--- config.mk ---
export PLATFORM = sky130hd
export DESIGN_NAME = pi1_seg7
export DESIGN_NICKNAME = d
export VERILOG_FILES = /design/src/rtl/pi1_seg7.sv
export SDC_FILE = /design/constraint.sdc
export NUM_CORES = 1
export LEC_CHECK = 0
export CAP_MARGIN = 20
export CORE_ASPECT_RATIO = 0.9
export CORE_MARGIN = 4
export CORE_UTILIZATION = 35
export DETAILED_ROUTE_END_ITERATION = 16
export PLACE_DENSITY_LB_ADDON = 0.12
export SLEW_MARGIN = 5
export SYNTH_ARGS = -nofsm -noshare
export SYNTH_HDL_FRONTEND = slang
export SYNTH_SLANG_ARGS = --single-unit
export TNS_END_PERCENT = 100
--- constraint.sdc ---
create_clock -name clk_i -period 6 [get_ports clk_i]
set_input_delay 0.6 -clock clk_i [delete_from_list [all_inputs] [get_ports clk_i]]
set_output_delay 0.6 -clock clk_i [all_outputs]
set_load 0.005 [all_outputs]
--- src/rtl/pi1_seg7.sv ---
// PI1 slave that drives an 8-digit common-anode seven-segment display.
// It time-multiplexes the digits and dims them with a per-digit PWM.
module pi1_seg7 #(
  parameter int unsigned ARCHBITSZ = 32,
  parameter int unsigned CLKFREQ   = 50000000,
  parameter int unsigned REFRESHHZ = 1000,
  parameter int unsigned ADDRBITSZ = ARCHBITSZ - $clog2(ARCHBITSZ / 8)
) (
  input  logic                   clk_i,
  input  logic                   rst_n,
  input  logic [1:0]             pi1_op_i,
  input  logic [ADDRBITSZ-1:0]   pi1_addr_i,
  input  logic [ARCHBITSZ-1:0]   pi1_data_i,
  output logic [ARCHBITSZ-1:0]   pi1_data_o,
  input  logic [ARCHBITSZ/8-1:0] pi1_sel_i,
  output logic                   pi1_rdy_o,
  output logic [ARCHBITSZ-1:0]   pi1_mapsz_o,
  output logic [7:0]             an_o,
  output logic [6:0]             seg_o,
  output logic                   dp_o
);

  localparam int unsigned PrescRaw = CLKFREQ / (REFRESHHZ * 128);
  localparam int unsigned Presc    = (PrescRaw == 0) ? 1 : PrescRaw;
  localparam int unsigned PW       = (Presc > 1) ? $clog2(Presc) : 1;
  localparam logic [PW-1:0] PrescLast = PW'(Presc - 1);

  logic [31:0]          digits_q, digits_d;
  logic [19:0]          ctrl_q, ctrl_d;
  logic [PW-1:0]        presc_q, presc_d;
  logic [3:0]           pwm_q, pwm_d;
  logic [2:0]           digit_q, digit_d;
  logic [15:0]          frame_q, frame_d;
  logic [ARCHBITSZ-1:0] rdata_q;
  logic [7:0]           an_q, an_d;
  logic [6:0]           seg_q, seg_d;
  logic                 dp_q, dp_d;

  logic        tick, blank, wr_en, rd_en;
  logic [31:0] rdata, digits_m, ctrl_m;
  logic [3:0]  nib;
  logic [7:0]  dp_mask;
  logic        unused_bits;

  function automatic logic [31:0] merge(input logic [31:0] old, input logic [31:0] wd,
                                        input logic [3:0] sel);
    logic [31:0] res;
    res = old;
    for (int k = 0; k < 4; k++) begin
      if (sel[k]) res[8*k +: 8] = wd[8*k +: 8];
    end
    return res;
  endfunction

  function automatic logic [6:0] hex7(input logic [3:0] v);
    unique case (v)
      4'h0: hex7 = 7'b1000000;
      4'h1: hex7 = 7'b1111001;
      4'h2: hex7 = 7'b0100100;
      4'h3: hex7 = 7'b0110000;
      4'h4: hex7 = 7'b0011001;
      4'h5: hex7 = 7'b0010010;
      4'h6: hex7 = 7'b0000010;
      4'h7: hex7 = 7'b1111000;
      4'h8: hex7 = 7'b0000000;
      4'h9: hex7 = 7'b0010000;
      4'hA: hex7 = 7'b0001000;
      4'hB: hex7 = 7'b0000011;
      4'hC: hex7 = 7'b1000110;
      4'hD: hex7 = 7'b0100001;
      4'hE: hex7 = 7'b0000110;
      default: hex7 = 7'b0001110;
    endcase
  endfunction

  // op encoding: bit 0 set for WRITE/RDWR, bit 1 set for READ/RDWR
  assign wr_en = pi1_op_i[0];
  assign rd_en = pi1_op_i[1];

  always_comb begin
    rdata = 32'h0;
    unique case (pi1_addr_i[1:0])
      2'd0: rdata = digits_q;
      2'd1: rdata = {12'h0, ctrl_q};
      2'd2: rdata = {frame_q, 8'h0, pwm_q, 1'b0, digit_q};
      default: rdata = 32'h0;
    endcase
  end

  always_comb begin
    digits_m = merge(digits_q, pi1_data_i[31:0], pi1_sel_i[3:0]);
    ctrl_m   = merge({12'h0, ctrl_q}, pi1_data_i[31:0], pi1_sel_i[3:0]);
    digits_d = digits_q;
    ctrl_d   = ctrl_q;
    if (wr_en && pi1_addr_i[1:0] == 2'd0) digits_d = digits_m;
    if (wr_en && pi1_addr_i[1:0] == 2'd1) ctrl_d = ctrl_m[19:0];
  end

  always_comb begin
    tick    = (presc_q == PrescLast);
    presc_d = tick ? '0 : presc_q + PW'(1);
    pwm_d   = pwm_q;
    digit_d = digit_q;
    frame_d = frame_q;
    if (tick) begin
      pwm_d = pwm_q + 4'd1;
      if (pwm_q == 4'hF) begin
        digit_d = digit_q + 3'd1;
        if (digit_q == 3'd7) frame_d = frame_q + 16'd1;
      end
    end
  end

  // Blank the last cycle of each digit slot so two anodes never overlap.
  always_comb begin
    blank   = (presc_d == PrescLast) && (pwm_d == 4'hF);
    dp_mask = ctrl_q[15:8];
    nib     = digits_q[{digit_d, 2'b00} +: 4];
    an_d    = 8'hFF;
    if (!blank && ctrl_q[digit_d] && (pwm_d <= ctrl_q[19:16])) an_d[digit_d] = 1'b0;
    seg_d = hex7(nib);
    dp_d  = ~dp_mask[digit_d];
  end

  always_ff @(posedge clk_i or negedge rst_n) begin
    if (!rst_n) begin
      digits_q <= 32'h0;
      ctrl_q   <= 20'h0;
      presc_q  <= '0;
      pwm_q    <= 4'h0;
      digit_q  <= 3'd0;
      frame_q  <= 16'h0;
      rdata_q  <= '0;
      an_q     <= 8'hFF;
      seg_q    <= 7'h7F;
      dp_q     <= 1'b1;
    end else begin
      digits_q <= digits_d;
      ctrl_q   <= ctrl_d;
      presc_q  <= presc_d;
      pwm_q    <= pwm_d;
      digit_q  <= digit_d;
      frame_q  <= frame_d;
      if (rd_en) rdata_q <= ARCHBITSZ'(rdata);
      an_q     <= an_d;
      seg_q    <= seg_d;
      dp_q     <= dp_d;
    end
  end

  assign pi1_data_o  = rdata_q;
  assign pi1_rdy_o   = 1'b1;
  assign pi1_mapsz_o = ARCHBITSZ'(16);
  assign an_o        = an_q;
  assign seg_o       = seg_q;
  assign dp_o        = dp_q;

  assign unused_bits = ^{pi1_addr_i[ADDRBITSZ-1:2], ctrl_m[31:20]};

endmodule

-- Yosys cells after proc, flatten, opt, wreduce, memory -nomap -nowiden
Memories as Yosys holds them, arrays and structs flattened. A register that Yosys moved wholly into a read port is not among the register bits.
Index checks and enable logic that the tools add are counted.
- bits in writable memories: 0
- register bits after elaboration: 125
- memories kept: 1
- bits in latches: 0
- word-level logic and storage cells: 62
- bits in read-only memories: 112
- bits of input ports: 70
- equality and inequality tests: 7
- $add $sub $neg: 4
- bitwise logic cells: 2
- magnitude comparators: 4
- multiplexer cells: 12
- multipliers: 0
- shift operators: 1
- reduce and logical (&&, ||, !) cells: 17
- divide/modulo/power cells: 0
- memory list (name ; depth ; width ; read ports ; clocked after memory_dff ; write ports ; RTL line ; RTL):
    (name not given) ; 16 ; 7 ; 1 ; 1 ; 0 ; 56 ; unique case (v)
- operators with widths (kind ; number):
    case mux 32 bit (3 select lines) ; 1
    variable part select 32 x 6 -> 4 bit ; 1
    equality test 9 bit (second input constant) ; 2
    adder 16 x 1 -> 16 bit (second input constant) ; 1
    AND reduction 2 bit ; 7
    adder 9 x 1 -> 9 bit (second input constant) ; 1
    two-way mux 9 bit ; 1
    equality test 4 bit (second input constant) ; 2
    two-way mux 8 bit ; 1
    inverter 8 bit ; 1
    binary-select mux 1 bit (select 3 bit) ; 2
    logical AND 1 bit ; 6
    < comparator 3 x 6 -> 1 bit (second input constant) ; 1
    two-way mux 3 bit ; 2
    adder 4 x 1 -> 4 bit (second input constant) ; 1
    <= comparator 4 bit ; 1
    < comparator 3 x 4 -> 1 bit (second input constant) ; 1
    two-way mux 4 bit ; 1
    adder 3 x 1 -> 3 bit (second input constant) ; 1
    demux 1 bit (select 3 bit) ; 1
    equality test 3 bit (second input constant) ; 1
    >= comparator 3 x 1 -> 1 bit (second input constant) ; 1
    two-way mux 1 bit ; 3
    AND reduction 3 bit ; 1
    5 further kinds ; 6

-- Depth between registers and ports, before layout
Gate-level depths: netlist of the first run.
- depth in word-level cells: 9
- mapped depth: 15
- mapped depth without buffers: 14

-- Worst setup path after synthesis of the first run
OpenSTA, ideal clock, no wires.
- path type: register -> register
- start: reg digit_q[0]
- end: reg seg_q[0] (netlist: seg_o[0])
- arrival: 2941 ps
- path buffers: 2
- required time: 5939 ps
- slack: 2998 ps
- cell stages (with the launch flop): 14
- cells stage by stage: dfrtp_1 -> ha_1 -> clkbuf_1 -> inv_1 -> nor4_4 -> nor2_4 -> buf_6 -> and3_1 -> a311o_1 -> inv_1 -> ha_1 -> inv_1 -> or3_1 -> nand3_2
- cells in the longest elaborated chain, start to end: 4
- RTL lines (element ; RTL line ; RTL):
    from (decl) ; 32 ; logic [2:0] digit_q, digit_d;
    from (signal assigned) ; 142 ; digit_q <= digit_d;
    adder 3 x 1 -> 3 bit ; 108 ; digit_d = digit_q + 3'd1;
    two-way mux 3 bit ; 107 ; if (pwm_q == 4'hF) begin
    two-way mux 3 bit * ; 105 ; if (tick) begin
    variable part select 32 x 6 -> 4 bit * ; 118 ; nib = digits_q[{digit_d, 2'b00} +: 4];
    to (decl) ; 36 ; logic [6:0] seg_q, seg_d;
Mark *: on every way between the ends. The rest lies on a longest branch, timed or not.
A chain may end at the register's enable or synchronous reset.

-- Worst setup path in the final report of the first run
- start: reg presc_q[1]
- end: reg an_q[1] (netlist: an_o[1])
- cells in the longest elaborated chain, start to end: 8
- RTL lines (element ; RTL line ; RTL):
    from (decl) ; 30 ; logic [PW-1:0] presc_q, presc_d;
    from (signal assigned) ; 140 ; presc_q <= presc_d;
    equality test 9 bit * ; 100 ; tick = (presc_q == PrescLast);
    two-way mux 4 bit * ; 105 ;
    via pwm_d[1] ; 31 ; logic [3:0] pwm_q, pwm_d;
    equality test 4 bit ; 116 ; blank = (presc_d == PrescLast) && (pwm_d == 4'hF);
    logical AND 1 bit ; 116 ;
    zero test 1 bit ; 120 ; if (!blank && ctrl_q[digit_d] && (pwm_d <= ctrl_q[19:16])) an_d[digit_d] = 1'b0;
    logical AND 1 bit ; 120 ;
    logical AND 1 bit * ; 120 ;
    two-way mux 8 bit * ; 120 ;
    via an_d[1] ; 35 ; logic [7:0] an_q, an_d;
    to (signal assigned) ; 145 ; an_q <= an_d;
    to (decl) ; 35 ;
The timed path passes the listed nets; every way through them passes the cells marked *. The select of a mux whose other input is x is not followed.

==> results.cfg, run 1 <==
[status]
status = complete, no violations

[global_routing]
gr-total-overflow = 0
top_usage_layer = met2
grt_pass1_wl_um = 28500
grt_pass1_vias = 4985
track_usage_pct = 16.7
antenna_found_initial = 0
grt_max_degree = 73
grtUsageMet2_pct = 24.4
met1_usage_pct = 24.0
use_met3_pct = 4.30

[cells_and_area]
final_core_util_pct = 43.9
fin_nets = 783
areaGrowthSynthToFinish_pct = 22.4
drive_gt1_share_pct = 19.9
fill_cells = 1826
diodes = 0

[power_and_ir_drop]
ir_worst_vdd_mv = 0.167
powerDensity_nw_per_um2 = 303
power_frac_comb_pct = 18.5
p_leak_nw = 3.63
switching_share_pct = 27.3
p_int_w = 0.00187
pwr-share-seq_pct = 43.9
switchingPower_w = 0.000702
clockPowerShare_pct = 37.6

[setup_path]
cp_slowest_cell = nor2_1
critPathCaptureType = flop
cp_max_fo = 11
reg2reg_to = an_o[1]
rrSetupSlack_ns = 2.03
path_class = flop to flop
critPathTopFamily = simple AND/OR/NAND/NOR gates
critPathMaxStageDelay_ns = 0.78
worstPathCellList = inv_1 -> ha_1 -> nand4bb_1 -> nor2_1 -> nand2_1 -> nand2_1 -> ha_1 -> nor2b_1 -> o21a_1 -> o21a_1 -> o21ai_0 -> o41ai_1 -> nor2_1 -> nand4_1
path_buf_inv = 1
worstPathRequired_ns = 6.32
critPathLaunchType = flop
r2r_start = presc_q[1]
rr_worst_depth = 14
worst_ep_arrival_time_ns = 4.29

[clock_tree]
clock_path_buffers = 2
htreeDepth = 4
clock-sinks = 132
cts_hold_buf = 0
cts_setup_buffers = 0
clk_latency_ns = 0.43
cts_tree = built
cts_buffers = 17
root_buffer = clkbuf_16
clkTransAtPathRegs_ns = 0.06
cts_resized = 0

[yosys]
netlist_area_um2 = 6940
synthAdderAreaFrac_pct = 2.52
synth_area_leader_cell = dfrtp_1
yosysTopAreaCellShare_pct = 41.8
avgSynthCellArea_um2 = 11.4
yosys.area_share.xor_xnor_pct = 3.16
ys_seq_area_share_pct = 47.9
synthCells = 610
synth_area_leaders = dfrtp_1 (42%), mux2_2 (8.6%), dfstp_2 (6.1%), mux2i_1 (6.1%), buf_4 (3.7%)
synth-simple-area-share_pct = 12.0
synth_top_family_by_area = multiplexers
ys_ff_latch = 132
muxShareOfSynthArea_pct = 17.4
synthFlopType = dfrtp_1
ys_warn_count = 0
synth_commonest_cells = dfrtp_1 (116), mux2_2 (53), mux2i_1 (42), inv_1 (35)
synth.most_common_cell = dfrtp_1
synth_edf_count = 0
synth_compound_area_share_pct = 9.27
synthArstFlopShare_pct = 100
ys_types = 68

[timing]
skew_ns = 0.0144
finalSetupViolCount = 0
finalHoldViolCount = 0
fin_setup_tns_ns = 0
slew_violations = 0
rsz0062_at_grt = no
finalCritPeriodShare_pct = 66.1
max_slew_margin_pct = 25.9
worst_slew_pin_slew_ns = 1.11
fmax_mhz = 252
min_period_ns = 3.97

[routing]
vias_per_cell = 5.10
firstDrtPassIters = 4
drc = 0
drt_iter0_markers = 213
num_vias = 4903
routed_wl_um = 17900
wire_per_inst_um = 18.6
antenna_left = 0

[die]
die_x_um = 156
core.rowCount = 48
start_util_pct = 35.9
ios = 151
coreArea_um2 = 19300
fp.dieH_um = 142
die-area_um2 = 22100

[placed_design]
dp_hpwl_um = 13100
place.port_buffers = 89
place.gp.congestion = 0.906

[job]
cap_violations = 0

[hold_path]
hold_path_class = input pin to asynchronous set/reset pin
[layout by cell type (no fill, tap or decap), types with 14 or more instances in the layout]
master             n
o22ai_1           21
nand2_1           22
inv_1             35
clkdlybuf4s50_1   88
a21oi_1           26
conb_1            33
nand4_1           15
nor2_1            34
dfrtp_1          116
dfstp_2           16
clkbuf_16         17
xnor2_1           19
mux2_2            53
ha_1              14
nand3_1           21
mux2i_1           42
[cell families (layout without fill, tap and decap cells)]
group                      count (synthesis)  after routing
xor gates and xnor gates                  25             25
DFF                                      132            132
AOI/OAI and AO/OA                         88             88
muxes                                    104            104
other                                      2             33
adders and majority gates                 14             14
buffers and inverters                     97            168
and+or+nand+nor                          148            148
[worst max path at each step]
stage / from / end / slack [ns] / cells after the start
2_1_floorplan: digit_q[0] / seg_o[0] / 3.00 / 13
3_3_place_gp: presc_q[0] / an_o[1] / 2.14 / 13
3_5_place_dp: presc_q[1] / an_o[0] / 2.13 / 14
4_1_cts: presc_q[1] / an_o[0] / 2.10 / 14
5_1_grt: presc_q[0] / an_o[1] / 1.70 / 13
6_report: presc_q[1] / an_o[1] / 2.03 / 14
[flip-flops by register name, summed over array words and instances, names as in the netlist]
name and cells:
an_o 8, pi1_data_o 32, frame_q 16, presc_q 9, digit_q 3, pwm_q 4, digits_q 32, seg_o 7
dp_o 1, ctrl_q 20
[through the flow]
stage / setup WS (ns) / hold WS, ns / instance area (µm²) / std cells / total power, W
final: 2.03 / 0.244 / 8490 / 962 / 0.00257
after global routing: 1.70 / 0.307 / 8490 / 962 / 0.00271
after CTS: 2.10 / 0.261 / 8490 / 962 / 0.00261
after detailed placement: 2.13 / 0.464 / 7940 / 930 / 0.00163
after global placement: 2.14 / 0.462 / 7940 / 930 / 0.00162
after floorplan: 3.00 / 0.304 / 7050 / 641 / 0.00140
[layout make-up]
cell class / instances / area [µm²] / area share [%]
sequential: 132 / 3320 / 39.1
timing repair buffer: 97 / 948 / 11.2
clock inverter: 14 / 113 / 1.33
tap: 250 / 313 / 3.68
inverter: 39 / 149 / 1.75
multi-input combinational: 412 / 3210 / 37.8
clock buffer: 18 / 439 / 5.17
[layer usage]
| metal | part of all wire (%) | vias up |
|---|---|---|
| met5 | 0 | - |
| met1 | 49 | 2440 |
| met4 | 1.3 | 0 |
| met2 | 45 | 140 |
| li1 | - | 2309 |
| met3 | 5.5 | 14 |
[power by group through the flow]
stage                     clock (W)  sequential (W)  combinational, W
after floorplan                   0         0.00111          0.000292
after global placement            0         0.00114          0.000474
after detailed placement          0         0.00115          0.000481
after CTS                  0.000995         0.00113          0.000485
after global routing        0.00104         0.00115          0.000527
final                      0.000968         0.00113          0.000476
(Power assumes the default switching activity.)
==> inputs of run 2 (changes only) <==
- clock period: 6 -> 4 ns (I/O delays scaled with it)
==> run 2 against run 1 <==
  * Utilization grew 0.55 points
  * Clock skew down 0.0054 ns
  * Sequential power increased by 50%
  * Die area unchanged
  * Total power up 55%
  * Non-clock buffer count grew 8
  * Highest routed layer unchanged
  * Worst setup slack worse by 1.4 ns
  * Global-route usage increased by 0.35 points
  * First-iteration DRC count is 2.3% lower
==> results.cfg, run 2 (synthesis results as in run 1) <==
[status]
status = complete, no violations

[setup_path]
path_buf_inv = 3
cp_slowest_cell = dfrtp_1
critPathCaptureType = flop
worstPathCellList = ha_1 -> nand4bb_1 -> buf_4 -> o31a_1 -> nor2_4 -> inv_2 -> o2111ai_1 -> o211a_1 -> ha_1 -> inv_1 -> or3_1 -> nand3_2
worstPathRequired_ns = 4.37
path_class = flop to flop
critPathLaunchType = flop
rrSetupSlack_ns = 0.64
cp_max_fo = 11
critPathTopFamily = simple AND/OR/NAND/NOR gates
worst_ep_arrival_time_ns = 3.73
reg2reg_to = seg_o[0]
crit_path_frequent_cell = ha_1
r2r_start = presc_q[0]
critPathMaxStageDelay_ns = 0.44
rr_worst_depth = 12

[routing]
routed_wl_um = 18100
firstDrtPassIters = 4
drc = 0
num_vias = 4923
drt_iter0_markers = 208
vias_per_cell = 5.08
wire_per_inst_um = 18.7
antenna_left = 0

[global_routing]
track_usage_pct = 17.0
grt_pass1_wl_um = 28900
antenna_found_initial = 0
grt_pass1_vias = 5043
gr-total-overflow = 0
grt_max_degree = 76

[clock_tree]
clock_path_buffers = 2
cts_hold_buf = 0
root_buffer = clkbuf_16
cts_buffers = 17
clkTransAtPathRegs_ns = 0.06
cts_resized = 0
clk_latency_ns = 0.42
cts_setup_buffers = 0
htreeDepth = 4
cts_tree = built
clock-sinks = 132

[timing]
rsz0062_at_grt = no
finalHoldViolCount = 0
min_period_ns = 3.36
fin_setup_tns_ns = 0
fmax_mhz = 298
finalSetupViolCount = 0
max_slew_margin_pct = 34.5
worst_slack_ns = 0.639
skew_ns = 0.00893
finalCritPeriodShare_pct = 84.0
worst_slew_pin_slew_ns = 0.982
slew_violations = 0

[placed_design]
place.port_buffers = 89
pre_cts_ws_ns = 0.691
dp.cells = 938
placed_cell_area_um2 = 8010
dp_hpwl_um = 13400
place.gp.congestion = 0.886

[die]
die_x_um = 156
coreArea_um2 = 19300
start_util_pct = 35.9
fp.dieH_um = 142
die-area_um2 = 22100
ios = 151
core.rowCount = 48

[power_and_ir_drop]
switching_share_pct = 26.1
powerDensity_nw_per_um2 = 463
pwr-share-seq_pct = 42.7
ir_worst_vdd_mv = 0.283
p_leak_nw = 3.70
p_int_w = 0.00294
switchingPower_w = 0.00104
power_frac_comb_pct = 18.0
clockPowerShare_pct = 39.3

[cells_and_area]
drive_gt1_share_pct = 20.3
final_cell_mix = dfrtp_1 (116), clkdlybuf4s50_1 (88), mux2_2 (53)
layout_commonest_cell = dfrtp_1
final_core_util_pct = 44.5
fin_nets = 791
areaGrowthSynthToFinish_pct = 23.9
stdcell_count = 970
diodes = 0
design_area_um2 = 8600

[hold_path]
hold_path_class = input pin to asynchronous set/reset pin

[job]
cap_violations = 0
==> run 2: worst max path at each step <==
stage                     to  depth (start not counted)  startpoint  slack, ns
floorplan           seg_o[0]                         13  digit_q[0]        1.0
global placement    seg_o[0]                         13  presc_q[1]       0.71
detailed placement  seg_o[0]                         12  presc_q[0]       0.69
CTS                 seg_o[0]                         13  presc_q[1]       0.66
global route        seg_o[3]                         13  presc_q[0]       0.39
finish              seg_o[0]                         12  presc_q[0]       0.64
==> run 2: final cells by class <==
| type | instances | area, µm² |
|---|---|---|
| Clock buffer | 22 | 454 |
| Clock inverter | 10 | 131 |
| Fill cell | 1852 | 10700 |
| Multi-Input combinational cell | 412 | 3210 |
| Timing Repair Buffer | 105 | 1020 |
| Inverter | 39 | 149 |
| Sequential cell | 132 | 3320 |
| Tap cell | 250 | 313 |
==> run 2: power groups by stage <==
| stage | Sequential [W] | Combinational, W | Clock, W |
|---|---|---|---|
| after floorplan | 0.00167 | 0.000438 | 0 |
| after global placement | 0.00171 | 0.000714 | 0 |
| after detailed placement | 0.00172 | 0.000724 | 0 |
| after CTS | 0.00170 | 0.000730 | 0.00160 |
| after global routing | 0.00172 | 0.000793 | 0.00166 |
| final | 0.00170 | 0.000718 | 0.00156 |
==> run 2: worst reg2reg max path, delay by kind of cell (launching register included) <==
| family | cells | cell delay, ns |
|---|---|---|
| buffers and inverters | 3 | 0.52 |
| AOI/OAI and AO/OA | 3 | 0.86 |
| DFF | 1 | 0.44 |
| adders and majority gates | 2 | 0.45 |
| and+or+nand+nor | 4 | 1.04 |
==> run 2: through the flow <==
step,total power [W],hold slack [ns]
after floorplan,0.00211,0.104
after global placement,0.00243,0.464
after detailed placement,0.00244,0.466
after CTS,0.00403,0.162
after global routing,0.00418,0.194
final,0.00398,0.124
==> run 2: routing by layer <==
metal  vias to the layer above  share of wire [%]  global-route usage [%]
met4                         0                1.3                    5.66
met3                        15                5.2                    4.21
met2                       127                 45                    25.2
met5                         -                  0                       0
met1                      2461                 48                    24.5
li1                       2320                  -                       -
==> inputs of run 3 (changes only) <==
- clock period: 4 -> 3.2 ns (I/O delays scaled with it)
==> run 3 against run 2 <==
  * Sequential power grew 25%
  * Non-clock buffer count grew 18
  * Clock skew grew 0.0010 ns
  * Clock power grew 16%
  * Register-to-register slack lost 0.52 ns
  * Utilization grew 0.78 points
  * Global-route usage is essentially flat
  * Count of clock-buffer cells in the layout is the same
  * Wire length grew 0.61%
  * Via count grew 2.5%
  * Critical endpoint unchanged
  * Highest routed layer unchanged
==> results.cfg, run 3 (synthesis results as in run 1) <==
[status]
status = complete, no violations

[routing]
drc = 0
firstDrtPassIters = 5
num_vias = 5045
antenna_left = 0
vias_per_cell = 5.11
routed_wl_um = 18300
drt_iter0_markers = 219
wire_per_inst_um = 18.5

[power_and_ir_drop]
power_frac_comb_pct = 18.9
ir_worst_vdd_mv = 0.370
switchingPower_w = 0.00130
p_leak_nw = 3.78
p_int_w = 0.00355
powerDensity_nw_per_um2 = 554
switching_share_pct = 26.9
pwr-share-seq_pct = 43.8
clockPowerShare_pct = 37.3

[job]
cap_violations = 0

[clock_tree]
clk_latency_ns = 0.42
clock-sinks = 132
root_buffer = clkbuf_16
htreeDepth = 4
clock_path_buffers = 2
cts_tree = built
clkTransAtPathRegs_ns = 0.06
cts_buffers = 17

[die]
coreArea_um2 = 19300
fp.dieH_um = 142
ios = 151
die_x_um = 156
die-area_um2 = 22100
core.rowCount = 48
start_util_pct = 35.9

[timing]
fmax_mhz = 325
fin_setup_tns_ns = 0
finalHoldViolCount = 0
worst_slew_pin_slew_ns = 0.754
skew_ns = 0.00997
whs_ns = 0.423
finalSetupViolCount = 0
max_slew_margin_pct = 49.6
finalCritPeriodShare_pct = 96.2
slew_violations = 0
min_period_ns = 3.08

[cells_and_area]
diodes = 0
fin_nets = 809
layout_commonest_cell = dfrtp_1
final-seq-area_um2 = 3320
multiInputGateArea_um2 = 3250
final_cell_mix = dfrtp_1 (116), clkdlybuf4s50_1 (88), mux2_2 (53)
areaGrowthSynthToFinish_pct = 26.1
fill_cells = 1806
drive_gt1_share_pct = 23.2

[setup_path]
critPathLaunchType = flop
rr_worst_depth = 12
worst_ep_arrival_time_ns = 3.43
path_class = flop to flop
startpoint = presc_q[1]
reg2reg_to = seg_o[0]
r2r_start = presc_q[1]
critPathCaptureType = flop
worstPathRequired_ns = 3.56
cp_max_fo = 8
rrSetupSlack_ns = 0.12

[hold_path]
hold_path_class = input pin to asynchronous set/reset pin

[global_routing]
grt_max_degree = 64
antenna_found_initial = 0
gr-total-overflow = 0
grt_pass1_vias = 5176
track_usage_pct = 17.0
grt_pass1_wl_um = 29200

[placed_design]
place.gp.congestion = 0.865
dp_hpwl_um = 13700
place.port_buffers = 89
==> run 3: area by class of cell <==
class / count / area share [%]
Tap cell: 250 / 3.58
Inverter: 39 / 1.70
Clock buffer: 22 / 5.31
Sequential cell: 132 / 38.0
Clock inverter: 10 / 0.958
Multi-Input combinational cell: 412 / 37.2
Timing Repair Buffer: 123 / 13.3
==> run 3: timing repair <==
item / in CTS / in global routing
resized for setup: 0 / 10
hold endpoints to repair: 31 / 0
hold buffers: 1 / 0
endpoints found under the setup margin: 0 / 12
setup buffers: 0 / 5
==> run 3: routing by layer <==
metal | global-route usage, % | routed length, µm | vias to the layer above
li1 | - | - | 2363
met1 | 24.8 | 8940 | 2520
met2 | 24.8 | 8080 | 139
met3 | 4.24 | 947 | 23
met4 | 5.30 | 287 | 0
met5 | 0 | 0 | -
==> run 3: worst max-delay path: stages, from the launching register on <==
cell and delay [ns]:
dfrtp_1 0.43, inv_1 0.08, ha_2 0.21, nand4bb_4 0.15, buf_6 0.18, o31a_1 0.36
or3b_1 0.39, a32oi_1 0.21, o211a_1 0.24, ha_1 0.23, inv_1 0.07, or3_1 0.38
nand3_2 0.08
==> run 3: power by group through the flow <==
stage	combinational, W	sequential, W	clock [W]
after floorplan	0.000547	0.00208	0
after global placement	0.000897	0.00215	0
after detailed placement	0.000915	0.00216	0
after CTS	0.000921	0.00213	0.00186
after global routing	0.00101	0.00216	0.00193
final	0.000914	0.00213	0.00181
==> run 3: through the flow <==
step | setup WS [ns] | total power [W] | instance area [µm²] | instances | util (%)
final | 0.122 | 0.00485 | 8750 | 988 | 45.2
after global routing | -0.0535 | 0.00510 | 8750 | 988 | 45.2
after CTS | 0.0906 | 0.00491 | 8660 | 983 | 44.8
after detailed placement | 0.124 | 0.00307 | 8100 | 950 | 41.9
after global placement | 0.155 | 0.00305 | 8100 | 950 | 41.9
after floorplan | 0.198 | 0.00263 | 7050 | 641 | -
==> run 3: worst max-delay path by stage <==
stage               depth (start not counted)        to
detailed placement                         12  seg_o[0]
floorplan                                  13  seg_o[0]
global route                               14  seg_o[1]
global placement                           12  seg_o[0]
CTS                                        12  seg_o[0]
finish                                     12  seg_o[0]
